### config.mk
export PLATFORM = sky130hd
export DESIGN_NAME = fifo_drain_sequencer_flat
export DESIGN_NICKNAME = d
export VERILOG_FILES = /design/src/rtl/fifo_drain_pkg.sv /design/src/rtl/fifo_drain_sequencer_if.sv /design/src/rtl/fifo_drain_sequencer.sv /design/src/flat_wrapper.sv
export SDC_FILE = /design/constraint.sdc
export NUM_CORES = 1
export LEC_CHECK = 0
export CORE_MARGIN = 2
export CORE_UTILIZATION = 48
export CTS_CLUSTER_DIAMETER = 200
export DETAILED_ROUTE_END_ITERATION = 10
export PLACE_DENSITY = 0.81
export SLEW_MARGIN = 10
export SYNTH_ARGS = -nofsm -noshare
export SYNTH_HDL_FRONTEND = slang
export SYNTH_SLANG_ARGS = --single-unit
### constraint.sdc
create_clock -name clk -period 4.3 [get_ports clk]
set_clock_uncertainty 0.2 [all_clocks]
set_input_delay 0.645 -clock clk [delete_from_list [all_inputs] [get_ports clk]]
set_output_delay 0.645 -clock clk [all_outputs]
set_load 0.01 [all_outputs]
### src/rtl/fifo_drain_pkg.sv
// fifo_drain_pkg: shared types and helpers for fifo_drain_sequencer.
//   drain_state_t : sequencer FSM states (IDLE, SEND)
//   STATS_W       : width of the optional statistics counters
//   min_count     : minimum of two word counts
package fifo_drain_pkg;

    typedef enum logic {
        IDLE,
        SEND
    } drain_state_t;

    localparam int unsigned STATS_W = 16;

    function automatic int unsigned min_count(input int unsigned a, input int unsigned b);
        return (a < b) ? a : b;
    endfunction

endpackage

### src/rtl/fifo_drain_sequencer_if.sv
// fifo_drain_sequencer_if: pop-side FIFO signals plus the single-word output stream.
//   can_pop   : words available in the FIFO, saturated at N
//   pop       : words popped on this clk edge
//   pop_data  : show-ahead FIFO head, index 0 oldest
//   burst_max : configured maximum words per pop (0 or >N means N)
//   out_valid / out_ready / out_data : single-word valid/ready stream
//   busy      : sequencer is replaying a buffered group
// Modports: master = sequencer side, slave = FIFO/consumer side.
interface fifo_drain_sequencer_if #(
    parameter int W  = 8,
    parameter int N  = 4,
    parameter int WN = $clog2(N + 1)
);
    logic [WN-1:0]       can_pop;
    logic [WN-1:0]       pop;
    logic [N-1:0][W-1:0] pop_data;
    logic [WN-1:0]       burst_max;
    logic                out_valid;
    logic                out_ready;
    logic [W-1:0]        out_data;
    logic                busy;

    modport master (
        input  can_pop, pop_data, burst_max, out_ready,
        output pop, out_valid, out_data, busy
    );

    modport slave (
        output can_pop, pop_data, burst_max, out_ready,
        input  pop, out_valid, out_data, busy
    );
endinterface

### src/rtl/fifo_drain_sequencer.sv
// fifo_drain_sequencer: pops up to N words at a time from a multi-pop FIFO,
// buffers the group locally and replays it one word per handshake.
//   clk, rst : clock, asynchronous active-high reset
//   bus      : fifo_drain_sequencer_if.master (FIFO pop side + output stream)
//   word_cnt : output handshakes counted (FIFO_DRAIN_STATS_EN only)
//   pop_ops  : cycles with pop != 0 counted (FIFO_DRAIN_STATS_EN only)
// Optional feature macro: FIFO_DRAIN_STATS_EN.
module fifo_drain_sequencer
    import fifo_drain_pkg::*;
#(
    parameter int W  = 8,
    parameter int N  = 4,
    parameter int WN = $clog2(N + 1)
) (
    input  logic                     clk,
    input  logic                     rst,
    fifo_drain_sequencer_if.master   bus
`ifdef FIFO_DRAIN_STATS_EN
    ,
    output logic [STATS_W-1:0]       word_cnt,
    output logic [STATS_W-1:0]       pop_ops
`endif
);

    localparam int IW = (N > 1) ? $clog2(N) : 1;
    localparam logic [WN-1:0] CNT_ONE = WN'(1);
    localparam logic [IW-1:0] IDX_ONE = IW'(1);

    drain_state_t        state_q, state_d;
    logic [IW-1:0]       idx_q, idx_d;
    logic [WN-1:0]       cnt_q, cnt_d;
    logic [N-1:0][W-1:0] buf_q, buf_d;

    logic [WN-1:0] lim;
    logic [WN-1:0] take;
    logic          hs;
    logic          last;
    logic          load;
    logic [WN-1:0] pop_w;

    // take depends only on can_pop and burst_max, never on pop_data
    always_comb begin
        lim  = ((bus.burst_max == '0) || (32'(bus.burst_max) > 32'(N))) ? WN'(N) : bus.burst_max;
        take = WN'(min_count(32'(bus.can_pop), 32'(lim)));
    end

    assign hs   = (state_q == SEND) && bus.out_ready;
    assign last = (WN'(idx_q) == (cnt_q - CNT_ONE));

    always_comb begin
        state_d = state_q;
        idx_d   = idx_q;
        cnt_d   = cnt_q;
        buf_d   = buf_q;
        load    = 1'b0;

        unique case (state_q)
            IDLE: begin
                if (take != '0) begin
                    load    = 1'b1;
                    state_d = SEND;
                end
            end
            SEND: begin
                if (hs) begin
                    if (!last) begin
                        idx_d = idx_q + IDX_ONE;
                    end else if (take != '0) begin
                        // zero-bubble refill: pop while the last word is accepted
                        load = 1'b1;
                    end else begin
                        state_d = IDLE;
                    end
                end
            end
            default: state_d = IDLE;
        endcase

        if (load) begin
            cnt_d = take;
            idx_d = '0;
            for (int unsigned i = 0; i < N; i++) begin
                if (i < 32'(take)) begin
                    buf_d[i] = bus.pop_data[i];
                end
            end
        end

        pop_w = (load && !rst) ? take : '0;
    end

    always_ff @(posedge clk or posedge rst) begin
        if (rst) begin
            state_q <= IDLE;
            idx_q   <= '0;
            cnt_q   <= '0;
            buf_q   <= '0;
        end else begin
            state_q <= state_d;
            idx_q   <= idx_d;
            cnt_q   <= cnt_d;
            buf_q   <= buf_d;
        end
    end

    assign bus.pop       = pop_w;
    assign bus.out_valid = (state_q == SEND);
    assign bus.busy      = (state_q == SEND);
    assign bus.out_data  = buf_q[idx_q];

`ifdef FIFO_DRAIN_STATS_EN
    localparam logic [STATS_W-1:0] STAT_ONE = STATS_W'(1);

    logic [STATS_W-1:0] word_cnt_q;
    logic [STATS_W-1:0] pop_ops_q;

    always_ff @(posedge clk or posedge rst) begin
        if (rst) begin
            word_cnt_q <= '0;
            pop_ops_q  <= '0;
        end else begin
            if (hs) begin
                word_cnt_q <= word_cnt_q + STAT_ONE;
            end
            if (pop_w != '0) begin
                pop_ops_q <= pop_ops_q + STAT_ONE;
            end
        end
    end

    assign word_cnt = word_cnt_q;
    assign pop_ops  = pop_ops_q;
`endif

endmodule

### src/flat_wrapper.sv
// flat-port wrapper written by rule: the top's interface ports become plain ports
module fifo_drain_sequencer_flat import fifo_drain_pkg::*;
#(
    parameter int W  = 8,
    parameter int N  = 4,
    parameter int WN = $clog2(N + 1)
)
  (clk, rst, bus_can_pop, bus_pop_data, bus_burst_max, bus_out_ready, bus_pop, bus_out_valid, bus_out_data, bus_busy);
  fifo_drain_sequencer_if #(.W(W), .N(N), .WN(WN)) bus_i ();
  input  logic clk;
  input  logic rst;
  input wire logic [$bits(bus_i.can_pop)-1:0] bus_can_pop;
  input wire logic [$bits(bus_i.pop_data)-1:0] bus_pop_data;
  input wire logic [$bits(bus_i.burst_max)-1:0] bus_burst_max;
  input wire logic [$bits(bus_i.out_ready)-1:0] bus_out_ready;
  output wire logic [$bits(bus_i.pop)-1:0] bus_pop;
  output wire logic [$bits(bus_i.out_valid)-1:0] bus_out_valid;
  output wire logic [$bits(bus_i.out_data)-1:0] bus_out_data;
  output wire logic [$bits(bus_i.busy)-1:0] bus_busy;
  assign bus_i.can_pop = bus_can_pop;
  assign bus_i.pop_data = bus_pop_data;
  assign bus_i.burst_max = bus_burst_max;
  assign bus_i.out_ready = bus_out_ready;
  assign bus_pop = bus_i.pop;
  assign bus_out_valid = bus_i.out_valid;
  assign bus_out_data = bus_i.out_data;
  assign bus_busy = bus_i.busy;
  fifo_drain_sequencer #(.W(W), .N(N), .WN(WN)) u_core (.clk(clk), .rst(rst), .bus(bus_i));
endmodule
==> results.toml, run 1 <==
[run_status]
status = "finished, final reports clean"

[min_path]
hold_path_class = "reg2reg"
min_from = "u_core.buf_q[20]"

[setup_path]
worstPathArrival_ns = 3.24
cp_max_fo = 2
cp_data_required_time_ns = 3.45
worstReg2RegStart = "u_core.idx_q[0]"
setup.worst_path.end_class = "output pin"
critPathLaunch = "bus_burst_max[1]"
worst_setup_path_start_kind = "input pin"
path_class = "in2out"

[die]
die-height_um = 68.1
start_util = 0.496
die_width_um = 68.1
rows = 23
core_um2 = 3970
io_pins = 54
die_area_um2 = 4630

[synthesis]
yosys.area.top_type = "dfrtp_1"
synth_top_area_share = 0.483
synth_area_leaders = "dfrtp_1, mux2_4, mux2_2, mux4_2, ha_1"
syn_inst = 136
synth_edf_count = 0
yosys_warnings = 0
synth_cell_type_count = 35
synth_seq_cells = 38
ys_async_sr_fraction = 1.00
syn-cell-area_um2 = 1970
ys_seq_area_frac = 0.483
postSynthAreaPerCell_um2 = 14.5
ys.flop_type = "dfrtp_1"
syn-num-nets = 182

[layout]
layout_commonest_cell = "clkdlybuf4s50_1"
multiInputGateArea_um2 = 945
seq_area_um2 = 951
nNetsFinal = 244
n_fill_cell = 279
area_delta_synth_final_pct = 35.6
n_antenna_cell = 0
drive_gt1_frac = 0.317
layout_common_cells = "clkdlybuf4s50_1, dfrtp_1, mux2_2"

[job]
cap_violations = 0

[route]
vias = 1332
dr.pass1.iters = 4
wl_mm = 4.21
drt_iter0_drc = 53
wl_per_cell_um = 16.9
avgViaCountPerCell = 5.35
ant_nets = 0
route.detailed.drc = 0

[global_route]
overflow = 0
grt_max_degree = 39
antenna_found_initial = 0
first_global_vias = 1477
grt_pass1_wl_mm = 6.84
grtUsageTotal = 0.208

[placed_design]
dp_slack_ns = -0.0642
port_buffers = 53
place_congestion = 0.784
place_hpwl_mm = 3.13

[cts]
cts_sinks = 38
cts_resized = 1
cts_tree = "done"
cts_hold_buf = 0
clock_latency_ns = 0.29
post_cts_buffers = 0
clkTransAtPathRegs_ns = 0.07
cts_buffer_depth = 2
cts_buffers = 5
clockRootBuffer = "clkbuf_8"
cts-htree-levels = 2

[power_and_ir_drop]
power.static_leakage_uw = 0.00117
power_uw = 1820
power_density_nw_per_um2 = 682
ir_worst_vdd_uv = 308

[sta]
rsz0062_at_grt = "false"
relSlewSlack = 0.587
final-hold-violation-count = 0
holdWs_ns = 0.304
finalSetupViolations = 0
tightest_slew_ns = 0.620
slew_violations = 0
timing.final.ws_setup_ns = 0.211
setup-tns-final_ns = 0
post-route-min-period_ns = 4.09
finalCritPeriodShare = 0.951
maxClockFrequency_mhz = 245
==> Yosys cell counts, types with 2 or more instances <==
cell	n
buf_1	2
mux2_2	17
o21a_1	2
o21ai_0	3
a211oi_1	2
nand2_1	4
inv_1	10
a22o_1	2
dfrtp_1	38
mux4_2	8
buf_6	2
nor2_1	3
mux2_4	16
ha_1	5
xor2_1	2
==> worst max-delay path, stage by stage <==
cell and delay (ns):
clkdlybuf4s50_1 0.42, or2_2 0.30, ha_1 0.28, nand2b_1 0.17, ha_1 0.30, nor2b_1 0.14
a221oi_2 0.27, mux2i_2 0.26, and3_2 0.19, dlygate4sd2_1 0.26
==> area by class of cell <==
| cell class | count | area share |
|---|---|---|
| Clock buffer | 6 | 0.0309 |
| Clock inverter | 2 | 0.00468 |
| Inverter | 10 | 0.0140 |
| Multi-Input combinational cell | 83 | 0.353 |
| Sequential cell | 38 | 0.356 |
| Tap cell | 50 | 0.0234 |
| Timing Repair Buffer | 60 | 0.218 |
==> routing by layer <==
metal / global-route usage / part of all wire
met4: 0.0900 / 0.021
met5: 0 / 0
met2: 0.362 / 0.52
met1: 0.248 / 0.40
met3: 0.0444 / 0.052
==> per-stage QoR <==
stage / cell area (um^2) / utilization / std cells
6_report: 2670 / 0.673 / 249
5_1_grt: 2670 / 0.673 / 249
4_1_cts: 2670 / 0.673 / 249
3_5_place_dp: 2580 / 0.649 / 241
3_3_place_gp: 2580 / 0.649 / 241
2_1_floorplan: 1970 / - / 136
==> power by group <==
group          internal [uW]  switching, uW  total (uW)
registers                535            136         671
clock network            129            125         253
logic                    592            306         898
total                   1260            566        1820
==> worst paths after layout <==
kind | to | slack, ns | cells past startpoint
worst max-delay path | bus_pop[1] | 0.21 | 10
worst min-delay path | u_core.buf_q[20] | 0.30 | 1
worst max register to register | u_core.buf_q[5] | 1.75 | 6
worst min register to register | u_core.buf_q[20] | 0.30 | 1
max in group asynchronous | u_core.buf_q[13] | 2.87 | 3
min in group asynchronous | u_core.buf_q[6] | 0.70 | 3
==> cells by family after synthesis <==
logic type	share of synthesized area
flip-flops	0.483
multiplexers	0.317
AND/OR/NAND/NOR	0.0438
adder cells (fa/ha/maj)	0.0317
XOR/XNOR	0.0133
buffers and inverters	0.0381
AO/OA/AOI/OAI	0.0730
==> sequential cells by signal (all words and copies together) (netlist names) <==
register and count:
u_core.buf_q 32, u_core.bus.busy 1, u_core.idx_q 2, u_core.cnt_q 3
(Power assumes the default switching activity.)
==> run 2: changes to the inputs <==
--- a/config.mk
+++ b/config.mk
@@ -9,6 +9,7 @@
 export CORE_UTILIZATION = 48
 export CTS_CLUSTER_DIAMETER = 200
 export DETAILED_ROUTE_END_ITERATION = 10
+export GPL_TIMING_DRIVEN = 0
 export PLACE_DENSITY = 0.81
 export SLEW_MARGIN = 10
 export SYNTH_ARGS = -nofsm -noshare
==> constraint.sdc (replaced) <==
create_clock -name clk -period 4.3 [get_ports clk]
set_clock_uncertainty 0.2 [all_clocks]
set_input_delay 0.86 -clock clk [delete_from_list [all_inputs] [get_ports clk]]
set_output_delay 0.86 -clock clk [all_outputs]
set_load 0.01 [all_outputs]
==> run 2 against run 1 <==
  * Via count down 0.75%
  * Combinational power up 8.0%
  * Sequential share of layout area down 1.1 points
  * Register-to-register slack about the same
  * Flip-flop and latch count unchanged
  * First-iteration DRC count down 42%
  * Clock power up 22%
  * Die area unchanged
  * Global-route usage up 0.72 points
  * Critical path type unchanged
  * Largest power group unchanged
==> results.toml, run 2 (synthesized netlist as in run 1, its figures left out) <==
[setup_path]
worstReg2RegStart = "u_core.cnt_q[0]"
worstPathArrival_ns = 3.17
cp_max_fo = 2
setup.worst_path.end_class = "output pin"
critPathLaunch = "bus_burst_max[1]"
ff2ff_path_depth = 8
cp_data_required_time_ns = 3.24
worst_setup_path_start_kind = "input pin"
path_class = "in2out"
reg2reg_to = "u_core.buf_q[3]"
r2r_slack_ns = 1.76

[power_and_ir_drop]
p_clk_frac = 0.161
ir_worst_vdd_uv = 275
internal-power_uw = 1310
swShare = 0.312
pwr-share-comb = 0.508
p_sw_uw = 597
power_density_nw_per_um2 = 692
p_seq_frac = 0.331
power.static_leakage_uw = 0.00120
power_uw = 1910

[layout]
layout_common_cells = "clkdlybuf4s50_1, dfrtp_1, mux2_2"
layout_commonest_cell = "clkdlybuf4s50_1"
drive_gt1_frac = 0.350
top_register = "u_core.buf_q"
n_antenna_cell = 0
nNetsFinal = 245
largest_register_ffs = 32
reg_top3 = "u_core.buf_q: 32 flops, u_core.cnt_q: 3 flops, u_core.idx_q: 2 flops"
fin_area_um2 = 2760
area_delta_synth_final_pct = 40.1

[route]
avgViaCountPerCell = 5.29
ant_nets = 0
vias = 1322
wl_mm = 4.41
drt_iter0_drc = 31
wl_per_cell_um = 17.6
dr.pass1.iters = 4
route.detailed.drc = 0

[cts]
clock_latency_ns = 0.30
clkTransAtPathRegs_ns = 0.08
cts-htree-levels = 2
cts_sinks = 38
cts_hold_buf = 0
cts_tree = "done"
cts_buffer_depth = 2
clockRootBuffer = "clkbuf_8"
cts_buffers = 5

[global_route]
antenna_found_initial = 0
grt_max_degree = 41
overflow = 0
first_global_vias = 1478
grtUsageTotal = 0.215
grt_pass1_wl_mm = 7.00

[sta]
relSlewSlack = 0.466
tightest_slew_ns = 0.800
finalCritPeriodShare = 0.983
timing.final.ws_setup_ns = 0.0735
rsz0062_at_grt = "false"
finalSetupViolations = 0
maxClockFrequency_mhz = 237
slew_violations = 0
post-route-min-period_ns = 4.23
final-hold-violation-count = 0

[run_status]
status = "finished, final reports clean"

[die]
io_pins = 54
die_width_um = 68.1
die-height_um = 68.1
start_util = 0.496
core_um2 = 3970
rows = 23
die_area_um2 = 4630

[job]
cap_violations = 0

[placed_design]
place_hpwl_mm = 3.07
dp_slack_ns = -0.804
placed_cell_area_um2 = 2560
port_buffers = 53
place_congestion = 0.793

[min_path]
hold_path_class = "reg2reg"
holdPathStages = 1
min_to = "u_core.buf_q[18]"
min_from = "u_core.buf_q[18]"
[run 2: cell count changes in the layout (fill, tap and decap cells not counted), moves of 2 or more]
| cell | previous run | this run |
|---|---|---|
| buf_1 | 0 | 2 |
| buf_6 | 0 | 3 |
| buf_4 | 7 | 4 |
| clkdlybuf4s50_1 | 52 | 49 |
[run 2: routing by layer]
layer / global-route usage / up-vias / wire length (um)
met5: 0 / - / 0
met1: 0.258 / 649 / 1760
met3: 0.0559 / 12 / 270
met4: 0.113 / 0 / 123
li1: - / 618 / -
met2: 0.356 / 43 / 2250
[run 2: final cells by class]
type | count | area [um^2]
buffer | 5 | 37.5
clock buffer | 5 | 68.8
clock inverter | 3 | 45.0
fill | 289 | 1210
inverter | 10 | 37.5
multi-input combinational | 83 | 1000
sequential | 38 | 951
tap | 50 | 62.6
timing repair buffer | 56 | 554
[run 2: worst max path at each step]
| stage | to | slack, ns | depth (start not counted) |
|---|---|---|---|
| 3_5_place_dp | bus_pop[1] | -0.80 | 10 |
| 5_1_grt | bus_pop[1] | 0.007 | 10 |
| 4_1_cts | bus_pop[1] | 0.06 | 10 |
| 2_1_floorplan | bus_pop[1] | 0.34 | 8 |
| 3_3_place_gp | bus_pop[1] | -0.67 | 10 |
| 6_report | bus_pop[1] | 0.07 | 10 |
[run 2: stage by stage]
stage | TNS, ns | cells | hold WS [ns] | util
floorplan | 0 | 136 | 0.274 | -
global placement | -0.820 | 239 | 0.283 | 0.646
detailed placement | -1.03 | 239 | 0.293 | 0.646
CTS | 0 | 249 | 0.311 | 0.690
global route | 0 | 250 | 0.323 | 0.695
finish | 0 | 250 | 0.308 | 0.695
[run 2: worst max-delay path, stage by stage]
cell and delay [ns]:
dlygate4sd2_1 0.27, or2_2 0.31, ha_1 0.28, nand2b_4 0.17, ha_4 0.22, nor2b_2 0.17, a221oi_4 0.31, mux2i_4 0.29
and3_4 0.20, buf_6 0.10
[run 2: power by group through the flow]
stage / combinational, uW / sequential (uW) / clock (uW)
after global placement: 926 / 626 / 0
after global routing: 1060 / 654 / 328
after detailed placement: 954 / 638 / 0
after CTS: 974 / 633 / 314
final: 970 / 633 / 308
after floorplan: 667 / 607 / 0
[run 2: what timing repair did]
item	4_1_cts	5_1_grt
gates resized for setup	13	4
hold endpoints to repair	0	0
setup buffers	2	1
setup endpoints to repair	2	3
pin swaps	1	1
==> run 3: changes to the inputs <==
--- a/config.mk
+++ b/config.mk
@@ -5,7 +5,7 @@
 export SDC_FILE = /design/constraint.sdc
 export NUM_CORES = 1
 export LEC_CHECK = 0
-export CORE_MARGIN = 2
+export CORE_MARGIN = 4
 export CORE_UTILIZATION = 48
 export CTS_CLUSTER_DIAMETER = 200
 export DETAILED_ROUTE_END_ITERATION = 10
==> run 3 against run 2 <==
  * Power decreased by 0.20%
  * Critical path depth unchanged
  * Maximum frequency increased by 1.4%
  * Count of clock-buffer cells in the layout increased by 1
  * First-iteration DRC count increased by 45%
  * Combinational power about the same
  * Cell area decreased by 0.63%
  * Sequential share of layout area increased by 0.22 points
  * Register-to-register slack got worse by 0.12 ns
  * Critical path type unchanged
==> results.toml, run 3 (synthesized netlist as in run 1, its figures left out) <==
[cts]
cts_buffers = 5
clockRootBuffer = "clkbuf_8"
cts_buffer_depth = 2
clkTransAtPathRegs_ns = 0.07
cts-htree-levels = 2
cts_sinks = 38
cts_tree = "done"
clock_latency_ns = 0.28

[setup_path]
worst_setup_path_start_kind = "input pin"
crit_buf_inv = 3
crit_slowest_cell = "clkdlybuf4s50_1"
path_common_cell = "ha_4"
path_cells = "clkdlybuf4s50_1 -> inv_1 -> ha_4 -> nand2b_4 -> ha_4 -> nor2b_1 -> a221oi_2 -> mux2i_4 -> and3_4 -> buf_6"
setup.worst_path.end_class = "output pin"
worstPathArrival_ns = 3.11
max_stage_delay_ns = 0.48
path_delay_family = "buffers and inverters"
cp_data_required_time_ns = 3.24
cp_max_fo = 2
path_class = "in2out"

[layout]
largest_register_ffs = 32
n_fill_cell = 276
area_delta_synth_final_pct = 39.2
layout_common_cells = "clkdlybuf4s50_1, dfrtp_1, mux2_2"
top_register = "u_core.buf_q"
layout_commonest_cell = "clkdlybuf4s50_1"
reg_top3 = "u_core.buf_q: 32 flops, u_core.cnt_q: 3 flops, u_core.idx_q: 2 flops"
multiInputGateArea_um2 = 1000
nNetsFinal = 243
n_antenna_cell = 0
final_util = 0.691
drive_gt1_frac = 0.335
seq_area_um2 = 951

[route]
drt_iter0_drc = 45
vias = 1323
ant_nets = 0
wl_per_cell_um = 18.2
dr.pass1.iters = 4
wl_mm = 4.49
route.detailed.drc = 0
avgViaCountPerCell = 5.36

[global_route]
first_global_vias = 1463
overflow = 0
grtUsageTotal = 0.191
grt_max_degree = 41
antenna_found_initial = 0
grt_pass1_wl_mm = 7.51

[sta]
final-hold-violation-count = 0
slew_violations = 0
relSlewSlack = 0.473
setup-tns-final_ns = 0
rsz0062_at_grt = "false"
holdWs_ns = 0.303
finalSetupViolations = 0
tightest_slew_ns = 0.790
finalCritPeriodShare = 0.969
post-route-min-period_ns = 4.17
maxClockFrequency_mhz = 240

[die]
rows = 23
start_util = 0.496
die_area_um2 = 5190
core_um2 = 3970
die_width_um = 72.1
io_pins = 54
die-height_um = 72.1

[power_and_ir_drop]
power_density_nw_per_um2 = 695
power_uw = 1910
power.static_leakage_uw = 0.00120
ir_worst_vdd_uv = 341

[placed_design]
place_hpwl_mm = 3.27
place_congestion = 0.746
port_buffers = 53

[min_path]
hold_path_class = "reg2reg"

[job]
cap_violations = 0

[run_status]
status = "finished, final reports clean"
[run 3: what timing repair did]
action / in CTS / in global routing
endpoints found under the setup margin: 2 / 2
setup buffers: 1 / 0
pin swaps: 1 / 2
hold buffers: 0 / 0
resized for setup: 11 / 5
cloned: 0 / 0
[run 3: routing by layer]
metal  part of all wire  track usage  vias to the layer above  routed length (um)
li1                   -            -                      619                   -
met1               0.40        0.237                      654                1790
met2               0.52        0.332                       45                2360
met3              0.064       0.0471                        5                 287
met4              0.013       0.0501                        0                  58
met5                  0            0                        -                   0
[run 3: final timing paths]
path / slack (ns) / startpoint / endpoint / cells after the start
max: 0.13 / bus_burst_max[2] / bus_pop[1] / 10
min: 0.30 / u_core.buf_q[20] / u_core.buf_q[20] / 1
max reg2reg: 1.64 / u_core.cnt_q[0] / u_core.buf_q[31] / 7
min reg2reg: 0.30 / u_core.buf_q[20] / u_core.buf_q[20] / 1
max in group asynchronous: 2.52 / rst / u_core.bus.busy / 2
min in group asynchronous: 0.87 / rst / u_core.buf_q[24] / 2
[run 3: report_power, final]
part | leakage [uW] | total [uW] | switching (uW) | internal, uW
clock network | 0.0000573 | 304 | 118 | 186
logic | 0.000681 | 973 | 372 | 601
registers | 0.000458 | 631 | 94.9 | 536
[run 3: final cells by class]
class	instances	area share
multi-input combinational	83	0.366
sequential	38	0.347
timing repair buffer	54	0.197
clock buffer	6	0.0301
tap	50	0.0228
buffer	5	0.0137
inverter	10	0.0137
clock inverter	1	0.0109
[run 3: worst reg2reg max path, delay by kind of cell (launching register included)]
kind	cells	cell delay [ns]
and+or+nand+nor	2	0.61
AOI/OAI and AO/OA	1	0.41
muxes	1	0.40
DFF	1	0.37
adders and majority gates	1	0.30
xor gates and xnor gates	1	0.19
buffers and inverters	1	0.06
[run 3: through the flow]
step	worst slack [ns]	cells	area, um^2
after floorplan	0.343	136	1970
after global placement	-0.666	239	2560
after detailed placement	-0.762	239	2560
after CTS	0.0525	247	2720
after global routing	0.0219	247	2740
final	0.131	247	2740
